## config.mk

```make
export PLATFORM = sky130hd
export DESIGN_NAME = debug_dump_serializer
export DESIGN_NICKNAME = d
export VERILOG_FILES = /design/src/rtl/debug_dump_serializer.sv
export SDC_FILE = /design/constraint.sdc
export NUM_CORES = 1
export LEC_CHECK = 0
export CORE_MARGIN = 2
export CORE_UTILIZATION = 55
export CTS_CLUSTER_DIAMETER = 100
export DETAILED_ROUTE_END_ITERATION = 16
export PLACE_DENSITY_LB_ADDON = 0.2
export SLEW_MARGIN = 10
export SYNTH_ARGS = -nofsm -noshare
export SYNTH_HDL_FRONTEND = slang
export SYNTH_SLANG_ARGS = --single-unit
```

## constraint.sdc

```tcl
create_clock -name clk -period 5.5 [get_ports clk]
set_input_delay 1.375 -clock clk [delete_from_list [all_inputs] [get_ports clk]]
set_output_delay 1.375 -clock clk [all_outputs]
set_load 0.05 [all_outputs]
```

## src/rtl/debug_dump_serializer.sv

```systemverilog
// debug_dump_serializer: streams a debug frame (header byte, NWORDS words MSB first) to a UART byte transmitter.
// Define DUMP_CHECKSUM_EN to append an XOR checksum byte of all payload bytes to each frame.
module debug_dump_serializer #(
   parameter int NWORDS = 40,
   parameter int SEL_W = 6,
   parameter logic [7:0] HEADER = 8'hA5
) (
   input  logic             clk,
   input  logic             reset,
   input  logic             start,
   output logic [SEL_W-1:0] word_sel,
   input  logic [31:0]      word_in,
   output logic             tx_start,
   output logic [7:0]       tx_data,
   input  logic             tx_done_tick,
   output logic             busy,
   output logic             done
);
`ifdef DUMP_CHECKSUM_EN
   typedef enum logic [2:0] {IDLE, HDR, LOAD, SEND, WAIT, CSUM, FIN} state_t;
`else
   typedef enum logic [2:0] {IDLE, HDR, LOAD, SEND, WAIT, FIN} state_t;
`endif
   localparam logic [SEL_W-1:0] LAST = SEL_W'(NWORDS - 1);
   state_t state, state_nx;
   logic [31:0] shift;
   logic [1:0] byte_cnt;
   logic hdr_ph;
   logic last_word;
`ifdef DUMP_CHECKSUM_EN
   logic [7:0] csum;
   logic csum_ph;
`endif
   assign last_word = word_sel == LAST;
   assign tx_start = state == HDR || state == SEND
`ifdef DUMP_CHECKSUM_EN
      || state == CSUM
`endif
      ;
   assign busy = state != IDLE && state != FIN;
   assign done = state == FIN;
   // The byte on tx_data is derived from the registers that already hold it, so it stays put through WAIT.
`ifdef DUMP_CHECKSUM_EN
   assign tx_data = hdr_ph ? HEADER
                  : (state == CSUM || (csum_ph && state == WAIT)) ? csum
                  : (state == SEND || state == WAIT) ? shift[31:24] : 8'h00;
`else
   assign tx_data = hdr_ph ? HEADER
                  : (state == SEND || state == WAIT) ? shift[31:24] : 8'h00;
`endif
   // State register; reset abandons any frame in progress.
   always_ff @(posedge clk or negedge reset) begin
      if (!reset) state <= IDLE;
      else state <= state_nx;
   end
   // Next-state logic; ticks outside WAIT are ignored because only WAIT looks at tx_done_tick.
   always_comb begin
      state_nx = state;
      case (state)
         IDLE: if (start) state_nx = HDR;
         HDR:  state_nx = WAIT;
         LOAD: state_nx = SEND;
         SEND: state_nx = WAIT;
         WAIT: if (tx_done_tick) begin
            if (hdr_ph) state_nx = LOAD;
            else if (byte_cnt != 2'd0) state_nx = SEND;
            else if (!last_word) state_nx = LOAD;
`ifdef DUMP_CHECKSUM_EN
            else state_nx = csum_ph ? FIN : CSUM;
`else
            else state_nx = FIN;
`endif
         end
`ifdef DUMP_CHECKSUM_EN
         CSUM: state_nx = WAIT;
`endif
         FIN:  state_nx = IDLE;
         default: state_nx = IDLE;
      endcase
   end
   // Datapath: word index, byte counter, shift register, header phase and checksum.
   always_ff @(posedge clk or negedge reset) begin
      if (!reset) begin
         word_sel <= '0;
         byte_cnt <= 2'd0;
         shift <= 32'h0;
         hdr_ph <= 1'b0;
`ifdef DUMP_CHECKSUM_EN
         csum <= 8'h00;
         csum_ph <= 1'b0;
`endif
      end else begin
         case (state)
            IDLE: if (start) begin
               word_sel <= '0;
               byte_cnt <= 2'd0;
               hdr_ph <= 1'b1;
`ifdef DUMP_CHECKSUM_EN
               csum <= 8'h00;
               csum_ph <= 1'b0;
`endif
            end
            LOAD: begin
               shift <= word_in;
               byte_cnt <= 2'd3;
            end
`ifdef DUMP_CHECKSUM_EN
            SEND: csum <= csum ^ shift[31:24];
            CSUM: csum_ph <= 1'b1;
`endif
            WAIT: if (tx_done_tick) begin
               if (hdr_ph) hdr_ph <= 1'b0;
               else if (byte_cnt != 2'd0) begin
                  shift <= {shift[23:0], 8'h00};
                  byte_cnt <= byte_cnt - 2'd1;
               end else if (!last_word) word_sel <= word_sel + SEL_W'(1);
            end
            default: ;
         endcase
      end
   end
endmodule

```

== Yosys cells after proc, flatten, opt, wreduce, memory -nomap -nowiden ==
Index checks and enable logic that the tools add are counted.

* Input port bits: 36
* Logic and storage cells: 61
* ROM bits: 0
* Output and inout port bits: 17
* Memory bits (writable): 0
* Latch bits: 0
* Bits in registers: 44
* Memories: 0

* Reductions and logical operators: 15
* Bitwise gates (word level): 0
* Mux-type cells: 26
* Equal/unequal tests: 13
* $lt $le $gt $ge: 0
* Multiply operators: 0
* Divide/modulo/power cells: 0
* $add $sub $neg: 2
* Shifts and indexed selects: 0

{| class="wikitable"
|+ Operator list
! cell !! number
|-
| $mux 32 || 3
|-
| $pmux 32 s2 || 1
|-
| $mux 6 || 5
|-
| $mux 8 || 2
|-
| $mux 3 || 5
|-
| $pmux 3 s4 || 1
|-
| $pmux 6 s2 || 1
|-
| $ne 2x2->1 const B || 5
|-
| $mux 2 || 4
|-
| $add 6x1->6 const B || 1
|-
| $eq 3x2->1 const B || 2
|-
| $eq 3x3->1 const B || 2
|-
| $eq 6x6->1 const B || 1
|-
| $pmux 2 s3 || 1
|-
| $reduce_and 6->1 || 1
|-
| $reduce_bool 2->1 || 3
|-
| $reduce_bool 3->1 || 2
|-
| $reduce_and 5->1 || 1
|-
| $reduce_and 4->1 || 1
|-
| $eq 3x1->1 const B || 1
|-
| $logic_not 3->1 || 1
|-
| $ne 3x3->1 const B || 1
|-
| $reduce_and 3->1 || 1
|-
| $logic_or 1x1->1 || 2
|-
| other kinds (7) || 8
|}

== Longest topological paths before layout ==
Gate-level depths: netlist of run 1.

* Depth in word-level cells: 6
* Depth in mapped cells: 7
* Mapped depth without buffers: 6

== Worst setup path before layout of run 1 ==
No wires, ideal clock.

* Kind: register -> output
* Start: register state[2]
* End: output port busy
* Required time: 4.125 ns
* Setup slack: 2.359 ns
* Path buffers: 1
* Arrival time: 1.766 ns
* Stages on the path, launching flop included: 4
* Cell sequence: dfrtp_1 buf_2 nor2_1 or3_1

* Word-level cells in the longest chain between the ends: 2
* Elaborated cells on any way between the ends: 3
* Those cells by class: eq/ne: 1; reduce/logical: 2

{| class="wikitable"
|+ Ends and longest elaborated chain
! item !! RTL line !! RTL
|-
| start, declared || 25 || <nowiki>state_t state, state_nx;</nowiki>
|-
| start signal, assigned || 54 || <nowiki>else state <= state_nx;</nowiki>
|-
| $ne 3x3->1 / $reduce_bool 3->1 (equally long branches) || 40 || <nowiki>assign busy = state != IDLE && state != FIN;</nowiki>
|-
| $logic_and 1x1->1 * || 40 ||
|-
| end, declared || 16 || <nowiki>output logic busy,</nowiki>
|}

Every way passes the cells marked *; elsewhere a longest branch is shown, timed or not.

== Worst setup path in the final report of run 1 ==
* Start: register state[2]
* End: output port tx_data[3]

* Word-level cells in the longest chain between the ends: 4
* Elaborated cells on any way between the ends: 5
* Those cells by class: eq/ne: 2; mux: 2; reduce/logical: 1

{| class="wikitable"
|+ Ends and longest elaborated chain
! item !! RTL line !! RTL
|-
| $eq 3x2->1 / $eq 3x3->1 (equally long branches) || 49 || <nowiki>: (state == SEND || state == WAIT) ? shift[31:24] : 8'h00;</nowiki>
|-
| $logic_or 1x1->1 * || 49 ||
|-
| $mux 8 * || 49 ||
|-
| $mux 8 * || 48 || <nowiki>assign tx_data = hdr_ph ? HEADER</nowiki>
|-
| end, declared || 14 || <nowiki>output logic [7:0] tx_data,</nowiki>
|}

Marks and branches as above.

==> flow_metrics.tcl, run 1 <==
set metrics [dict create \
    row_count 24 \
    syn_avg_cell_area_sq_um 10.2 \
    p_comb_share_pct 48.9 \
    final_util_pct 70.2 \
    intPower_uw 996 \
    ys_warn_count 0 \
    fmax_ghz 0.224 \
    rsz0062_at_grt "no" \
    synth-compound-area-share_pct 10.5 \
    setup_viol 0 \
    die_y_um 70.7 \
    gr-total-overflow 0 \
    post_cts_buffers 0 \
    wl_per_cell_um 14.2 \
    tns_ns 0 \
    hold_depth 1 \
    n_antenna_cell 0 \
    vias 1816 \
    fin_crit_ns 4.47 \
    synthSimpleGateAreaFrac_pct 22.1 \
    p_sw_uw 640 \
    ys.flop_type "dfrtp_1" \
    met1_usage_pct 29.6 \
    ant_nets 0 \
    grt_pass1_vias 1748 \
    finalNonFillerCells 342 \
    fillers 346 \
    pre_cts_ws_ns 1.35 \
    skew_ns 0.00968 \
    dieArea_sq_um 5000 \
    cap_violations 0 \
    grt_max_degree 45 \
    synth_area_leaders "dfrtp_1 (45%), mux2_4 (12%), nand2_1 (12%)" \
    clockBufferDepth 2 \
    ys_async_sr_fraction_pct 100 \
    p_leak_nw 1.41 \
    finalCritPeriodShare_pct 81.2 \
    pin_count 53 \
    start_util_pct 56.7 \
    met2_usage_pct 32.5 \
    hpwl_um 3460 \
    grt_pass1_wl_um 8220 \
    core_sq_um 4320 \
    drc 0 \
    port_buffers 52 \
    drv_slew 0 \
    synth_adder_area_share_pct 1.02 \
    clkSinkCount 44 \
    slew_headroom_pct 29.7 \
    synth_top_area_share_pct 44.9 \
    syn_inst 241 \
    worst-r2r-cell-count 6 \
    syn-num-nets 279 \
    antenna_found_initial 0 \
    worstMarginPinSlew_ns 1.05 \
    r2r-end "shift[11]$_DFFE_PN0P_" \
    finalHoldViolCount 0 \
    r2r_start "byte_cnt[0]$_DFFE_PN0P_" \
    drt_iter0_drc 121 \
    clk_latency_ns 0.30 \
    synth.area.mux_share_pct 15.8 \
    cts-buffers-inserted 5 \
    cts_tree "built" \
    mappedNetlistArea_sq_um 2450 \
    total_power_mw 1.64 \
    ys_ff_latch 44 \
    layout.nets 327 \
    cts_root_buf "clkbuf_8" \
    hold_path.class "reg2reg" \
    cts_resized 0 \
    placed_cells 334 \
    outcome "complete, no violations" \
    seq_area_frac_synth_pct 44.9 \
    finalWorstSetupSlack_ns 1.03 \
    synthTopCellsByCount "nand2_1 (79), dfrtp_1 (44), mux2_4 (20)" \
    critical_path_required_ns 4.12 \
    area_growth_syn_to_layout_pct 23.9 \
    ctsHoldBuffers 0 \
    routed_wl_um 4860 \
    die_w_um 70.7 \
    synth_top_family_by_area "simple AND/OR/NAND/NOR gates" \
    hold_ws_ns 0.507 \
    synth_xor_area_share_pct 0 \
    ir_drop_v 0.000351 \
    synth_cell_types 39 \
    drtPass1Iterations 4 \
    swShare_pct 39.1 \
    min_to "shift[1]$_DFFE_PN0P_" \
    grt_use_total_pct 20.7 \
    hp-start "shift[1]$_DFFE_PN0P_" \
    htreeDepth 2 \
    gp_routability_congestion 0.826 \
    power_density_nw_per_um2 539 \
    synth_most_common_cell "nand2_1" \
    p_clk_share_pct 15.1 \
    yosys.area.top_type "dfrtp_1" \
    met3_usage_pct 4.27 \
    start_kind "register" \
    grt-busiest-layer "met2" \
    arrival_ns 3.09 \
    via_per_inst 5.31 \
    synth_edf_count 0 \
    clk_pin_slew_worst_paths_ns 0.08 \
    place_area_sq_um 2930 \
    endpoint_kind "primary output" \
    worst-path-max-fanout 27 \
    final_area_sq_um 3040 \
    crit_type "reg2out" \
    rrSetupSlack_ns 3.02 \
    drive_above_1_share_pct 14.8 \
    pwr-share-seq_pct 36.0 \
]
## state kept, by name, summed over array words and instances, names as in the netlist
register and cells:
hdr_ph 1, shift 32, byte_cnt 2, state 3, word_sel 6
## logic make-up after synthesis
logic type      Yosys count
buf+inv                  18
mux                      28
compound gates           36
flops                    44
simple gates            113
fa+ha+maj                 2
## critical path: stages, from the launching register on
cell and delay (ns):
dfrtp_1 0.58, or3b_1 0.78, o21ai_2 0.29, and2b_1 0.21, and2_1 0.14, clkdlybuf4s50_1 0.79
## cell usage in the layout, fill, tap and decap left out, types with 4 or more instances in the layout
| cell type | count |
|---|---|
| inv_1 | 6 |
| and2_1 | 5 |
| a21o_1 | 8 |
| o21ai_0 | 8 |
| nand3_1 | 4 |
| mux2_2 | 6 |
| dfrtp_1 | 44 |
| nand2_1 | 79 |
| mux2_4 | 20 |
| nand2b_1 | 4 |
| a22o_1 | 8 |
| nor2_1 | 4 |
| clkdlybuf4s50_1 | 51 |
| a21oi_1 | 5 |
| clkbuf_8 | 5 |
## how the worst max path moves through the flow
| stage | slack (ns) | from | endpoint | cells after the start |
|---|---|---|---|---|
| CTS | 1.01 | state[2]$_DFFE_PN0P_ | tx_data[3] | 5 |
| global placement | 1.40 | state[2]$_DFFE_PN0P_ | tx_data[4] | 5 |
| detailed placement | 1.35 | state[2]$_DFFE_PN0P_ | tx_data[3] | 5 |
| floorplan | 2.36 | state[2]$_DFFE_PN0P_ | busy | 3 |
| finish | 1.03 | state[2]$_DFFE_PN0P_ | tx_data[3] | 5 |
| global route | 0.86 | state[2]$_DFFE_PN0P_ | tx_data[4] | 5 |
## metal layers
metal	wire, um	vias up
met5	0	-
li1	-	917
met1	2370	848
met4	46	0
met2	2280	45
met3	174	6
## cell type report
class / count / area (sq um) / share of cell area (%)
Clock buffer: 6 / 72.6 / 2.39
Tap cell: 52 / 65.1 / 2.14
Clock inverter: 2 / 35.0 / 1.15
Sequential cell: 44 / 1100 / 36.3
Inverter: 6 / 22.5 / 0.742
Timing Repair Buffer: 53 / 523 / 17.2
Multi-Input combinational cell: 179 / 1220 / 40.1
## power by group through the flow
stage / registers (mW) / logic (mW) / clock network, mW
2_1_floorplan: 0.533 / 0.711 / 0
3_3_place_gp: 0.585 / 0.783 / 0
3_5_place_dp: 0.594 / 0.803 / 0
4_1_cts: 0.588 / 0.807 / 0.252
5_1_grt: 0.611 / 0.866 / 0.262
6_report: 0.589 / 0.800 / 0.247
Power figures use the tool's default switching activity.
==> run 2: changes to the inputs <==
- CORE_UTILIZATION: 55 -> 46
- clock period: 5.5 -> 3.8 ns (I/O delays scaled with it)
==> run 2 against run 1 <==
Compared with the run above:
- die area increased by 18%
- core utilization is 10 points lower
- count of clock-buffer cells in the layout is 1 higher
- via count shrank 0.39%
- register-to-register slack worse by 1.4 ns
- non-clock buffer count is 2 higher
- critical path depth up 1
- cell count rose by 5.8%
- sequential cell count unchanged
- highest routed layer unchanged
==> flow_metrics.tcl, run 2 (synthesis gave the netlist of run 1 again) <==
set metrics [dict create \
    outcome "complete, no violations" \
    grt_pass1_vias 1799 \
    worst-path-max-fanout 27 \
    setup_viol 0 \
    via_per_inst 5.00 \
    cp_top_family "simple AND/OR/NAND/NOR gates" \
    vias 1809 \
    grt_use_total_pct 17.5 \
    slew_headroom_pct 36.2 \
    rsz0062_at_grt "no" \
    crit_type "reg2out" \
    area_growth_syn_to_layout_pct 25.4 \
    fmax_ghz 0.315 \
    crit_chain "or3b_1 -> buf_4 -> o21ai_2 -> and2b_1 -> and2_1 -> buf_4" \
    critical_path_required_ns 2.85 \
    port_buffers 52 \
    cpPeakStageDelay_ns 0.61 \
    tns_ns 0 \
    clkSinkCount 44 \
    endpoint_kind "primary output" \
    start_kind "register" \
    final_common_cell "nand2_1" \
    wl_per_cell_um 13.1 \
    htreeDepth 2 \
    final_cell_mix "nand2_1 (79), dfrtp_1 (44), clkdlybuf4s50_1 (43)" \
    final_area_sq_um 3070 \
    p_leak_nw 1.43 \
    core_sq_um 5110 \
    clockBufferDepth 2 \
    die_y_um 77.0 \
    cts_root_buf "clkbuf_8" \
    regMostFlops "shift" \
    reg.largest.list "shift x32, word_sel x6, state x3" \
    clk_latency_ns 0.29 \
    cp_common_cell "buf_4" \
    power_density_nw_per_um2 777 \
    finalHoldViolCount 0 \
    cts_tree "built" \
    grt_pass1_wl_um 8360 \
    post_cts_buffers 0 \
    finalCritPeriodShare_pct 83.7 \
    worstMarginPinSlew_ns 0.957 \
    layout.nets 329 \
    ctsHoldBuffers 0 \
    routed_wl_um 4750 \
    clk_pin_slew_worst_paths_ns 0.08 \
    gp_routability_congestion 0.783 \
    gr-total-overflow 0 \
    drc 0 \
    drv_slew 0 \
    worst_path_max_delay_cell "dfrtp_1" \
    n_antenna_cell 0 \
    dieArea_sq_um 5930 \
    drt_iter0_drc 99 \
    hold_path.class "reg2reg" \
    start_util_pct 48.0 \
    cts_resized 0 \
    grt_max_degree 45 \
    die_w_um 77.0 \
    hpwl_um 3280 \
    row_count 26 \
    cap_violations 0 \
    ir_drop_v 0.000355 \
    pin_count 53 \
    skew_ns 0.00255 \
    ant_nets 0 \
    arrival_ns 2.23 \
    drive_above_1_share_pct 18.5 \
    largest_reg_flops 32 \
    fin_crit_ns 3.18 \
    drtPass1Iterations 4 \
    cts-buffers-inserted 5 \
    crit_buf_inv 2 \
    place_area_sq_um 2950 \
    antenna_found_initial 0 \
]
-- run 2: cell count changes in the layout (fill, tap and decap cells not counted), sizes merged --
cell           delta
clkinv            -1
clkbuf            +1
clkdlybuf4s50     -8
buf              +10
-- run 2: cell type report --
cell class                 count  area, sq um
clock buffer                   7         96.3
clock inverter                 1         30.0
fill                         449         2040
inverter                       6         22.5
multi-input combinational    179         1220
sequential                    44         1100
tap                           70         87.6
timing repair buffer          55          518
-- run 2: report_power, final --
part | leakage (nW) | switching, mW | internal [mW]
combinational | 0.833 | 0.575 | 0.570
clock | 0.0645 | 0.156 | 0.232
sequential | 0.537 | 0.180 | 0.673
total | 1.43 | 0.911 | 1.47
-- run 2: final timing paths --
check,start,endpoint,slack [ns],cells after the start
setup / recovery,state[2]$_DFFE_PN0P_,tx_data[4],0.62,6
hold / removal,shift[28]$_DFFE_PN0P_,shift[28]$_DFFE_PN0P_,0.51,1
setup reg to reg,byte_cnt[0]$_DFFE_PN0P_,shift[11]$_DFFE_PN0P_,1.65,7
hold reg to reg,shift[28]$_DFFE_PN0P_,shift[28]$_DFFE_PN0P_,0.51,1
max in group asynchronous,reset,state[2]$_DFFE_PN0P_,2.41,1
min in group asynchronous,reset,word_sel[1]$_DFFE_PN0P_,0.80,1
-- run 2: through the flow --
step	util [%]	worst slack (ns)	instances	hold slack [ns]	power, mW
after floorplan	-	1.08	241	0.473	1.80
after global placement	57.7	0.904	354	0.489	1.99
after detailed placement	57.7	0.868	354	0.490	2.01
after CTS	60.1	0.622	362	0.515	2.41
after global routing	60.1	0.449	362	0.520	2.55
final	60.1	0.621	362	0.507	2.39
-- run 2: metal layers --
metal | up-vias | routed length (um) | track usage [%]
li1 | 916 | - | -
met1 | 835 | 2310 | 24.0
met2 | 50 | 2110 | 27.6
met3 | 8 | 265 | 3.88
met4 | 0 | 63 | 5.36
met5 | - | 0 | 0
==> run 3: changes to the inputs <==
- CORE_UTILIZATION: 46 -> 51
- clock period: 3.8 -> 3.25 ns (I/O delays scaled with it)
==> run 3 against run 2 <==
Compared with the run above:
- sequential share of layout area shrank 0.92 points
- sequential power grew 17%
- final area grew 2.6%
- via count grew 2.0%
- die area shrank 9.3%
- combinational power grew 27%
- power grew 21%
- clock power grew 10%
- clock skew grew 0.0060 ns
- wire length grew 0.29%
- register-to-register slack lost 0.39 ns
- largest cell class unchanged
- highest routed layer unchanged
==> flow_metrics.tcl, run 3 (synthesis gave the netlist of run 1 again) <==
set metrics [dict create \
    hold_path.class "reg2reg" \
    crit_type "reg2out" \
    fin_crit_ns 2.96 \
    clockBufferDepth 2 \
    finalHoldViolCount 0 \
    drt-met1-wl_um 2260 \
    ir_drop_v 0.000489 \
    post_cts_buffers 0 \
    finalCritPeriodShare_pct 91.1 \
    skew_ns 0.00858 \
    clk_pin_slew_worst_paths_ns 0.08 \
    drive_above_1_share_pct 18.5 \
    die_y_um 73.3 \
    vias 1845 \
    final_common_cell "nand2_1" \
    crit_chain "inv_1 -> nor2_1 -> or3_1 -> clkdlybuf4s50_1" \
    rsz0062_at_grt "no" \
    grt_pass1_wl_um 7730 \
    antenna_found_initial 0 \
    grt_max_degree 45 \
    worst-path-max-fanout 11 \
    clk_latency_ns 0.30 \
    p_clk_share_pct 14.9 \
    grt_pass1_vias 1647 \
    dieArea_sq_um 5370 \
    n_antenna_cell 0 \
    start_kind "register" \
    die_w_um 73.3 \
    grt_use_total_pct 18.8 \
    cpPeakStageDelay_ns 0.79 \
    total_power_mw 2.88 \
    drv_slew 0 \
    p_comb_share_pct 50.3 \
    routed_wl_um 4760 \
    cap_violations 0 \
    ctsHoldBuffers 0 \
    setup_viol 0 \
    layout.nets 329 \
    worst_path_max_delay_cell "clkdlybuf4s50_1" \
    tns_ns 0 \
    largest_reg_flops 32 \
    worstMarginPinSlew_ns 0.961 \
    drc 0 \
    port_buffers 52 \
    cts_root_buf "clkbuf_8" \
    final_cell_mix "nand2_1 (79), dfrtp_1 (44), clkdlybuf4s50_1 (43)" \
    swShare_pct 38.4 \
    start_util_pct 52.2 \
    p_sw_mw 1.10 \
    clkSinkCount 44 \
    area_growth_syn_to_layout_pct 28.7 \
    ant_nets 0 \
    fillers 358 \
    critical_path_required_ns 2.44 \
    power_density_nw_per_um2 912 \
    reg.largest.list "shift x32, word_sel x6, state x3" \
    top_layer "met4" \
    gp_routability_congestion 0.783 \
    htreeDepth 2 \
    outcome "complete, no violations" \
    fmax_ghz 0.338 \
    hpwl_um 3390 \
    regMostFlops "shift" \
    via_per_inst 5.33 \
    core_sq_um 4690 \
    pin_count 53 \
    cts-buffers-inserted 5 \
    wl_met3_um 223 \
    row_count 25 \
    p_leak_nw 1.46 \
    crit_buf_inv 2 \
    rrSetupSlack_ns 1.26 \
    arrival_ns 2.15 \
    drtPass1Iterations 5 \
    slew_headroom_pct 35.9 \
    cp_top_family "buffers and inverters" \
    cts_tree "built" \
    cts_resized 0 \
    met2_length_um 2230 \
    drt_iter0_drc 121 \
    intPower_mw 1.77 \
    pwr-share-seq_pct 34.8 \
    endpoint_kind "primary output" \
    gr-total-overflow 0 \
    wl_per_cell_um 13.8 \
]
==> run 3: cell types whose count changed in the layout (fill, tap and decap cells not counted), sizes merged <==
cell	change
clkbuf	-2
clkinvlp	+1
inv	+1
==> run 3: final timing paths <==
kind                                         startpoint                      end  cells past startpoint
worst max register to register  byte_cnt[0]$_DFFE_PN0P_    shift[12]$_DFFE_PN0P_                      7
worst min register to register    shift[11]$_DFFE_PN0P_    shift[11]$_DFFE_PN0P_                      1
min in group asynchronous                         reset  word_sel[5]$_DFFE_PN0P_                      1
worst max-delay path               state[0]$_DFFE_PN0P_                     busy                      4
max in group asynchronous                         reset    shift[30]$_DFFE_PN0P_                      1
worst min-delay path              shift[11]$_DFFE_PN0P_    shift[11]$_DFFE_PN0P_                      1
==> run 3: cell type report <==
type,count,area [sq um],area share [%]
Clock buffer,5,68.8,2.18
Clock inverter,3,46.3,1.47
Inverter,6,22.5,0.714
Multi-Input combinational cell,179,1220,38.6
Sequential cell,44,1100,34.9
Tap cell,54,67.6,2.14
Timing Repair Buffer,55,631,20.0
==> run 3: power groups by stage <==
| stage | sequential, mW | clock [mW] | combinational [mW] |
|---|---|---|---|
| after floorplan | 0.902 | 0 | 1.20 |
| after global routing | 1.03 | 0.465 | 1.56 |
| after global placement | 0.998 | 0 | 1.42 |
| after detailed placement | 1.01 | 0 | 1.46 |
| after CTS | 1.00 | 0.437 | 1.46 |
| final | 0.999 | 0.428 | 1.45 |
==> run 3: layer usage <==
layer | up-vias | global-route usage [%]
met5 | - | 0
met2 | 53 | 30.2
met3 | 5 | 4.25
met1 | 871 | 25.9
li1 | 916 | -
met4 | 0 | 4.85
==> run 3: stage by stage <==
| step | cells | hold WS [ns] | instance area [sq um] | worst slack [ns] | utilization, % |
|---|---|---|---|---|---|
| 4_1_cts | 346 | 0.515 | 3150 | 0.279 | 67.2 |
| 6_report | 346 | 0.511 | 3150 | 0.290 | 67.2 |
| 2_1_floorplan | 241 | 0.473 | 2450 | 0.672 | - |
| 5_1_grt | 346 | 0.523 | 3150 | 0.195 | 67.2 |
| 3_5_place_dp | 338 | 0.496 | 3040 | 0.613 | 64.7 |
| 3_3_place_gp | 338 | 0.489 | 3040 | 0.642 | 64.7 |
